==> src/rtl/seg_scan_mux.sv <==
// Four-digit multiplexed seven-segment scanner: each digit is lit for DIV cycles,
// separated by GAP dark cycles; the digit inputs are snapshotted once per frame.
module seg_scan_mux #(
    parameter int unsigned DIV = 50000,
    parameter int unsigned GAP = 500
) (
    input  logic       clk,
    input  logic       reset,
    input  logic [0:6] Seg_Minutes,
    input  logic [0:6] Seg_Tens_Seconds,
    input  logic [0:6] Seg_Ones_Seconds,
    input  logic [0:6] Seg_Tenths_Seconds,
    input  logic [3:0] Minutes,
    input  logic       Blank_Lead,
    output logic [0:6] Seg,
    output logic [3:0] An,
    output logic       Dp,
    output logic       Frame
);

    localparam int unsigned CW = $clog2(DIV);
    localparam logic [CW-1:0] ON_LAST  = CW'(DIV - 1);
    localparam logic [CW-1:0] GAP_LAST = CW'(GAP - 1);
    localparam logic [0:6]    DARK     = 7'b1111111;

    typedef enum logic {ST_GAP, ST_ON} state_t;

    state_t      state;
    logic [CW-1:0] cnt;
    logic [1:0]  idx;
    logic [0:6]  snap_min_seg, snap_tens_seg, snap_ones_seg, snap_tenths_seg;
    logic [3:0]  snap_minutes;
    logic        snap_blank;

    logic [1:0]  nxt_idx;
    logic        capture;
    logic [0:6]  nxt_seg;

    // Segment pattern for the slot about to start. When that slot opens a new frame,
    // the snapshot is being loaded on the same edge, so the live inputs are used.
    always_comb begin
        // NOTE: every combinational output gets a default first so no latch is inferred.
        nxt_idx = idx - 2'd1;
        capture = (nxt_idx == 2'd3);
        nxt_seg = DARK;
        case (nxt_idx)
            2'd3: begin
                if (capture && !(Blank_Lead && Minutes == 4'd0))
                    nxt_seg = Seg_Minutes;
                else if (!capture && !(snap_blank && snap_minutes == 4'd0))
                    nxt_seg = snap_min_seg;
            end
            2'd2:    nxt_seg = snap_tens_seg;
            2'd1:    nxt_seg = snap_ones_seg;
            default: nxt_seg = snap_tenths_seg;
        endcase
    end

    always_ff @(posedge clk or negedge reset) begin
        if (!reset) begin
            state           <= ST_GAP;
            cnt             <= '0;
            idx             <= 2'd0;
            snap_min_seg    <= DARK;
            snap_tens_seg   <= DARK;
            snap_ones_seg   <= DARK;
            snap_tenths_seg <= DARK;
            snap_minutes    <= 4'd0;
            snap_blank      <= 1'b0;
            An              <= 4'b1111;
            Seg             <= DARK;
            Dp              <= 1'b1;
            Frame           <= 1'b0;
        end else begin
            Frame <= 1'b0;
            case (state)
                ST_ON: begin
                    if (cnt == ON_LAST) begin
                        state <= ST_GAP;
                        cnt   <= '0;
                        An    <= 4'b1111;
                        Seg   <= DARK;
                        Dp    <= 1'b1;
                    end else begin
                        cnt <= cnt + CW'(1);
                    end
                end
                default: begin
                    if (cnt == GAP_LAST) begin
                        state <= ST_ON;
                        cnt   <= '0;
                        idx   <= nxt_idx;
                        An    <= ~(4'b0001 << nxt_idx);
                        Seg   <= nxt_seg;
                        Dp    <= (nxt_idx != 2'd1);
                        if (capture) begin
                            snap_min_seg    <= Seg_Minutes;
                            snap_tens_seg   <= Seg_Tens_Seconds;
                            snap_ones_seg   <= Seg_Ones_Seconds;
                            snap_tenths_seg <= Seg_Tenths_Seconds;
                            snap_minutes    <= Minutes;
                            snap_blank      <= Blank_Lead;
                            Frame           <= 1'b1;
                        end
                    end else begin
                        cnt <= cnt + CW'(1);
                    end
                end
            endcase
        end
    end

endmodule

==> config.mk <==
export PLATFORM = sky130hd
export DESIGN_NAME = seg_scan_mux
export DESIGN_NICKNAME = d
export VERILOG_FILES = /design/src/rtl/seg_scan_mux.sv
export SDC_FILE = /design/constraint.sdc
export NUM_CORES = 1
export LEC_CHECK = 0
export ABC_AREA = 1
export CORE_MARGIN = 8
export CORE_UTILIZATION = 53
export CTS_CLUSTER_SIZE = 20
export DETAILED_ROUTE_END_ITERATION = 8
export GPL_TIMING_DRIVEN = 0
export PLACE_DENSITY = 0.79
export SLEW_MARGIN = 25
export SYNTH_ARGS = -nofsm -noshare
export SYNTH_HDL_FRONTEND = slang
export SYNTH_SLANG_ARGS = --single-unit
export TNS_END_PERCENT = 1
==> constraint.sdc <==
create_clock -name clk -period 1.6 [get_ports clk]
set_input_delay 0.32 -clock clk [delete_from_list [all_inputs] [get_ports clk]]
set_output_delay 0.32 -clock clk [all_outputs]
set_load 0.03 [all_outputs]
==> results of run 1 <==
power by group through the flow:
stage / sequential (mW) / combinational, mW / clock (mW)
6_report: 1.32 / 0.130 / 0.851
5_1_grt: 1.32 / 0.144 / 0.931
4_1_cts: 1.32 / 0.132 / 0.876
3_5_place_dp: 1.34 / 0.131 / 0
3_3_place_gp: 1.34 / 0.131 / 0
2_1_floorplan: 1.34 / 0.0196 / 0
cells in the mapped netlist, types with 3 or more instances:
master,number
nand2_1,127
inv_1,69
nor2_1,44
dfstp_2,32
o21ai_0,22
dfrtp_1,20
nand3_1,17
buf_6,9
o21ai_1,9
ha_1,6
nand4_1,6
xor2_1,6
nor3_1,5
clkbuf_1,4
nand2_2,3
flip-flops by register name, indices dropped and copies added (netlist names), 2 cells and up:
name,cells
Seg,7
snap_tens_seg,7
idx,2
An,3
cnt,16
snap_tenths_seg,7
snap_ones_seg,7
layer usage:
| metal | routed length [um] | share of wire |
|---|---|---|
| met5 | 0 | 0 |
| met1 | 2900 | 0.43 |
| met3 | 321 | 0.047 |
| met4 | 157 | 0.023 |
| met2 | 3400 | 0.50 |
worst max-delay path by stage:
stage | start | slack [ps] | endpoint | depth (start not counted)
detailed placement | cnt[0] | -200 | An[3] | 8
finish | An[3] | 50 | An[3] | 1
global route | cnt[8] | -60 | An[3] | 10
CTS | cnt[0] | -30 | An[3] | 8
floorplan | idx[0] | 120 | snap_ones_seg[2] | 8
global placement | reset | -1300 | idx[1] | 1
stage by stage:
step	util	area (um^2)	total power, mW	cells
2_1_floorplan	-	2950	1.36	398
3_3_place_gp	0.645	3510	1.47	517
3_5_place_dp	0.644	3500	1.47	517
4_1_cts	0.666	3620	2.33	525
5_1_grt	0.709	3850	2.39	540
6_report	0.709	3850	2.30	540
logic make-up (layout without fill, tap and decap cells):
kind of cell | after synthesis | in the layout
AOI/OAI and AO/OA | 34 | 34
xor gates and xnor gates | 6 | 6
adders and majority gates | 6 | 6
buffers and inverters | 89 | 159
DFF | 52 | 52
and+or+nand+nor | 211 | 211
final cells by class:
type | count | share of cell area
inverters | 72 | 0.0705
well taps | 72 | 0.0234
multi-input cells | 257 | 0.337
flip-flops and latches | 52 | 0.350
clock buffers | 7 | 0.0253
repair buffers | 63 | 0.156
clock inverters | 1 | 0.00227
plain buffers | 16 | 0.0360
worst register-to-register path, stage by stage (launching register included):
cell,delay (ps)
dfrtp_1,340
buf_4,160
nand2_2,90
inv_2,80
nand3_1,80
nor2_2,190
nand3_4,160
nand2_4,120
buf_6,140
nor2_1,60
nor2_2,70
repair_timing:
action | CTS | global route
gates resized for setup | 24 | 39
endpoints found under the hold margin | 0 | 0
pin swaps | 0 | 8
cloned | 0 | 2
buffers inserted | 0 | 14
setup endpoints to repair | 52 | 50
==> metrics.md, run 1 <==
| Metric | Value |
|---|---|
| GRT Total Usage | 0.163 |
| Drt pass-1 iters | 5 |
| Multi-input logic area | 1300 um^2 |
| Layout area overhead | 30.8% |
| Reg2reg path depth | 10 |
| Slew Limit Headroom | 0.578 |
| Portion of netlist area occupied by mux cells | 0 |
| Worst r2r src | cnt[8] |
| # hold bufs at CTS | 0 |
| Largest cells by area after synthesis | dfstp_2 29%, dfrtp_1 17%, nand2_1 16%, inv_1 8.8%, nor2_1 5.6% |
| Standard-cell rows | 27 |
| First-pass GRT wire length | 11100 um |
| Max-cap violation count | 0 |
| Crit path kind | register to primary output |
| Sequential Area | 1350 um^2 |
| Critical path's slowest cell | dfstp_2 |
| Final WL | 6780 um |
| Register area share after synthesis | 0.455 |
| Busiest metal layer after global routing | met2 |
| Post-synthesis async set-or-reset flop share | 1.00 |
| Pwr dens | 596 nW/um^2 |
| Main combinational cell family by area after synthesis | simple AND/OR/NAND/NOR gates |
| Share of the synthesized area in the top cell type | 0.285 |
| Comb pwr share | 0.057 |
| Final period util | 0.971 |
| Reg-to-reg endpoint | An[3] |
| Post-route minimum period | 1550 ps |
| Antenna Nets Post-Route | 0 |
| Slew @ Worst Pin | 633 ps |
| Post-Syn Area per Cell | 7.40 um^2 |
| Final slew viol count | 0 |
| Met2 Usage GRT | 0.282 |
| VDD IR max | 0.000372 V |
| Hold_ws | 14.8 ps |
| HP Class | primary input to async pin |
| Initial antenna violation count | 0 |
| Reg power frac | 0.573 |
| Complex-gate fraction of the synthesized area | 0.0586 |
| N_diodes | 0 |
| Xor and xnor fraction of the mapped netlist area | 0.0178 |
| R2R setup slack | 60 ps |
| CTS tree | done |
| Largest delay contributor family on the critical path | flip-flops |
| Per-cell routed wire length | 12.6 um |
| Routability congestion estimate | 0.828 |
| Largest net degree at the start of global routing | 53 |
| Setup ws final | 46.4 ps |
| Ys flop type | dfstp_2 |
| DIE AREA | 8200 um^2 |
| Buffers on Ports | 47 |
| Area leader, netlist | dfstp_2 |
| Critical Path Max Stage Delay | 540 ps |
| Number of enable flip-flop cells after synthesis | 0 |
| DP Worst Slack | -196 ps |
| Register bit count reported by yosys | 52 |
| Vias in the first global route | 2442 |
| Synth Area in Adders | 0.0255 |
| Initial Util | 0.542 |
| Setup crit end kind | primary output |
| Global Route met3 Usage | 0.0424 |
| CTS Sinks | 52 |
| Clock power share | 0.370 |
| Crit-path cells | dlygate4sd2_1 |
| Outcome | finished, final reports clean |
| Met1 Use GR | 0.189 |
| Int Power | 1.81 mW |
| Commonest cells after routing, fill and taps aside | 122 x nand2_1, 67 x inv_1, 37 x nor2_1 |
| Worst-Skew Late Latency | 310 ps |
| Clk root buf | clkbuf_8 |
| Switching share of total power | 0.213 |
| Max Freq | 0.644 GHz |
| Total CTS buffers | 5 |
| Layout Skew | 10.4 ps |
| Post-synthesis simple-gate area fraction | 0.304 |
| Core Region | 5440 um^2 |
| Arr. time, crit path | 1230 ps |
| Most common cell after layout, fill and taps aside | nand2_1 |
| I/O pins | 48 |
| Final #Nets | 508 |
| Worst-path fanout max | 2 |
| Hold Violations, Final | 0 |
| Cell area after synthesis | 2950 um^2 |
| RSZ-0062 raised after global routing | true |
| CP required | 1280 ps |
| Htree depth | 2 |
| Leakage Power | 2.00 nW |
| Net Sw Power | 0.490 mW |
| Setup tns final | 0 ps |
| Gr ovfl total | 0 |
| Worst-path clk slew | 100 ps |
| Synth Warn # | 0 |
| Fillers | 435 |
| Die W | 90.6 um |
| Die span in y | 90.6 um |
| Layout cell share with drive strength beyond 1 | 0.231 |
| Worst setup SP type | register |
| Initial DRC Count | 143 |
| CP bufs+invs | 1 |
| DR vias/cell | 4.78 |
| Syn_nets | 439 |
| DR vias | 2579 |
| Setup-failing EPs final | 0 |
| Gate Count Post-Synth | 398 |
| HPWL Detailed | 4840 um |
| Clk buf depth | 2 |
| Post-synth cell types | 27 |
| DRC | 0 |
(Power assumes the default switching activity.)
==> run 2, diff against run 1 <==
==> constraint.sdc (replaced) <==
create_clock -name clk -period 1.6 [get_ports clk]
set_input_delay 0.16 -clock clk [delete_from_list [all_inputs] [get_ports clk]]
set_output_delay 0.16 -clock clk [all_outputs]
set_load 0.03 [all_outputs]
==> metrics.md, run 2 (same netlist as run 1, synthesis figures left out) <==
| Metric | Value |
|---|---|
| Initial Util | 0.542 |
| Comb pwr share | 0.057 |
| DRC | 0 |
| CP required | 1850 ps |
| HP Class | primary input to register |
| Slew @ Worst Pin | 628 ps |
| Worst setup SP type | register |
| Buffers on Ports | 47 |
| First-pass GRT wire length | 11100 um |
| Sequential Area | 1350 um^2 |
| Layout area overhead | 24.8% |
| DR vias/cell | 4.68 |
| Vias in the first global route | 2449 |
| Gr ovfl total | 0 |
| DIE AREA | 8200 um^2 |
| Worst-path fanout max | 9 |
| Per-cell routed wire length | 12.2 um |
| Post-route minimum period | 1600 ps |
| Most common cell after layout, fill and taps aside | nand2_1 |
| Antenna Nets Post-Route | 0 |
| Reg power frac | 0.575 |
| I/O pins | 48 |
| CTS Sinks | 52 |
| Switching share of total power | 0.211 |
| Final #Nets | 491 |
| Die W | 90.6 um |
| Standard-cell rows | 27 |
| Biggest register | cnt |
| Initial antenna violation count | 0 |
| Largest net degree at the start of global routing | 53 |
| Int Power | 1.81 mW |
| Commonest cells after routing, fill and taps aside | 125 x nand2_1, 69 x inv_1, 37 x nor2_1 |
| Global Route met3 Usage | 0.0424 |
| Layout Skew | 9.89 ps |
| Setup crit end kind | register |
| Hold_ws | 348 ps |
| RSZ-0062 raised after global routing | true |
| Hold Violations, Final | 0 |
| Clock power share | 0.368 |
| Worst-Skew Late Latency | 300 ps |
| Final slew viol count | 0 |
| Met1 Use GR | 0.187 |
| Max Freq | 0.624 GHz |
| Fillers | 471 |
| Clk root buf | clkbuf_8 |
| Initial DRC Count | 128 |
| Net Sw Power | 0.483 mW |
| Drt pass-1 iters | 4 |
| Max FFs per register | 16 |
| Final WL | 6370 um |
| DR vias | 2449 |
| Setup Fix Bufs, Post-CTS | 0 |
| Layout cell share with drive strength beyond 1 | 0.180 |
| Outcome | complete, but fails checks |
| Leakage Power | 1.92 nW |
| Failing checks | setup timing |
| Setup tns final | -3.17 ps |
| Setup ws final | -3.17 ps |
| Pwr dens | 624 nW/um^2 |
| Met2 Usage GRT | 0.283 |
| CTS tree | done |
| N_diodes | 0 |
| Arr. time, crit path | 1850 ps |
| Die span in y | 90.6 um |
| Final period util | 1.00 |
| Total CTS buffers | 5 |
| GRT Total Usage | 0.163 |
| Htree depth | 2 |
| Setup-failing EPs final | 1 |
| Hold depth | 3 |
| Multi-input logic area | 1270 um^2 |
| Max-cap violation count | 0 |
| VDD IR max | 0.000372 V |
| HPWL Detailed | 4840 um |
| Crit path kind | register to register |
| Slew Limit Headroom | 0.581 |
| Clk buf depth | 2 |
| Core Region | 5440 um^2 |
| Busiest metal layer after global routing | met2 |
| Worst-path clk slew | 100 ps |
| Reg2reg path depth | 8 |
| Routability congestion estimate | 0.828 |
-- run 2: cell types whose count changed in the layout (fill, tap and decap cells not counted), sizes merged --
cell	delta
clkbuf	-2
dlygate4sd3	+1
buf	-17
clkdlybuf4s50	+1
clkdlybuf4s15	-7
dlygate4sd2	+7
-- run 2: per-layer routing --
layer  share of wire  wire length [um]
met1            0.44              2800
met2            0.50              3150
met3           0.046               290
met4           0.020               125
met5               0                 0
-- run 2: power groups by stage --
stage          Clock, mW  Sequential, mW  Combinational [mW]
2_1_floorplan          0            1.34              0.0196
3_5_place_dp           0            1.34               0.131
6_report           0.845            1.32               0.130
5_1_grt            0.930            1.32               0.145
3_3_place_gp           0            1.34               0.131
4_1_cts            0.876            1.32               0.133
-- run 2: final cells by class --
class / count / share of cell area
sequential: 52 / 0.366
inverter: 72 / 0.0739
buffer: 14 / 0.0347
tap: 72 / 0.0245
timing repair buffer: 48 / 0.126
clock inverter: 1 / 0.00238
clock buffer: 7 / 0.0265
multi-input combinational: 257 / 0.346
-- run 2: what timing repair did --
action	in CTS	in global routing
hold buffers	1	0
setup endpoints to repair	51	44
endpoints found under the hold margin	20	0
pin swaps	0	3
resized for setup	19	20
-- run 2: path summary, 6_finish.rpt --
check	startpoint	endpoint	slack (ps)
min in group asynchronous	reset	cnt[8]	390
setup / recovery	cnt[10]	snap_tenths_seg[3]	-3
setup reg to reg	cnt[10]	snap_tenths_seg[3]	-3
hold reg to reg	snap_tens_seg[4]	snap_tens_seg[4]	480
hold / removal	Seg_Tens_Seconds[3]	snap_tens_seg[3]	350
max in group asynchronous	reset	idx[0]	760
-- run 2: per-stage QoR --
stage | instances | setup WS [ps] | power, mW | cell area [um^2] | util
after detailed placement | 517 | -196 | 1.47 | 3500 | 0.644
after global placement | 517 | -1140 | 1.47 | 3510 | 0.645
after CTS | 525 | -34.4 | 2.33 | 3630 | 0.667
after floorplan | 398 | 115 | 1.36 | 2950 | -
final | 523 | -3.17 | 2.29 | 3680 | 0.676
after global routing | 523 | -76.7 | 2.39 | 3680 | 0.676
-- run 2: worst max-delay path: stages (launching register included) --
cell and delay (ps):
dfrtp_1 440, nor2_2 180, nand2_2 130, nor2_4 140, nand2_4 80, nor2_4 230
buf_6 180, nand2_1 70, nand2_1 80
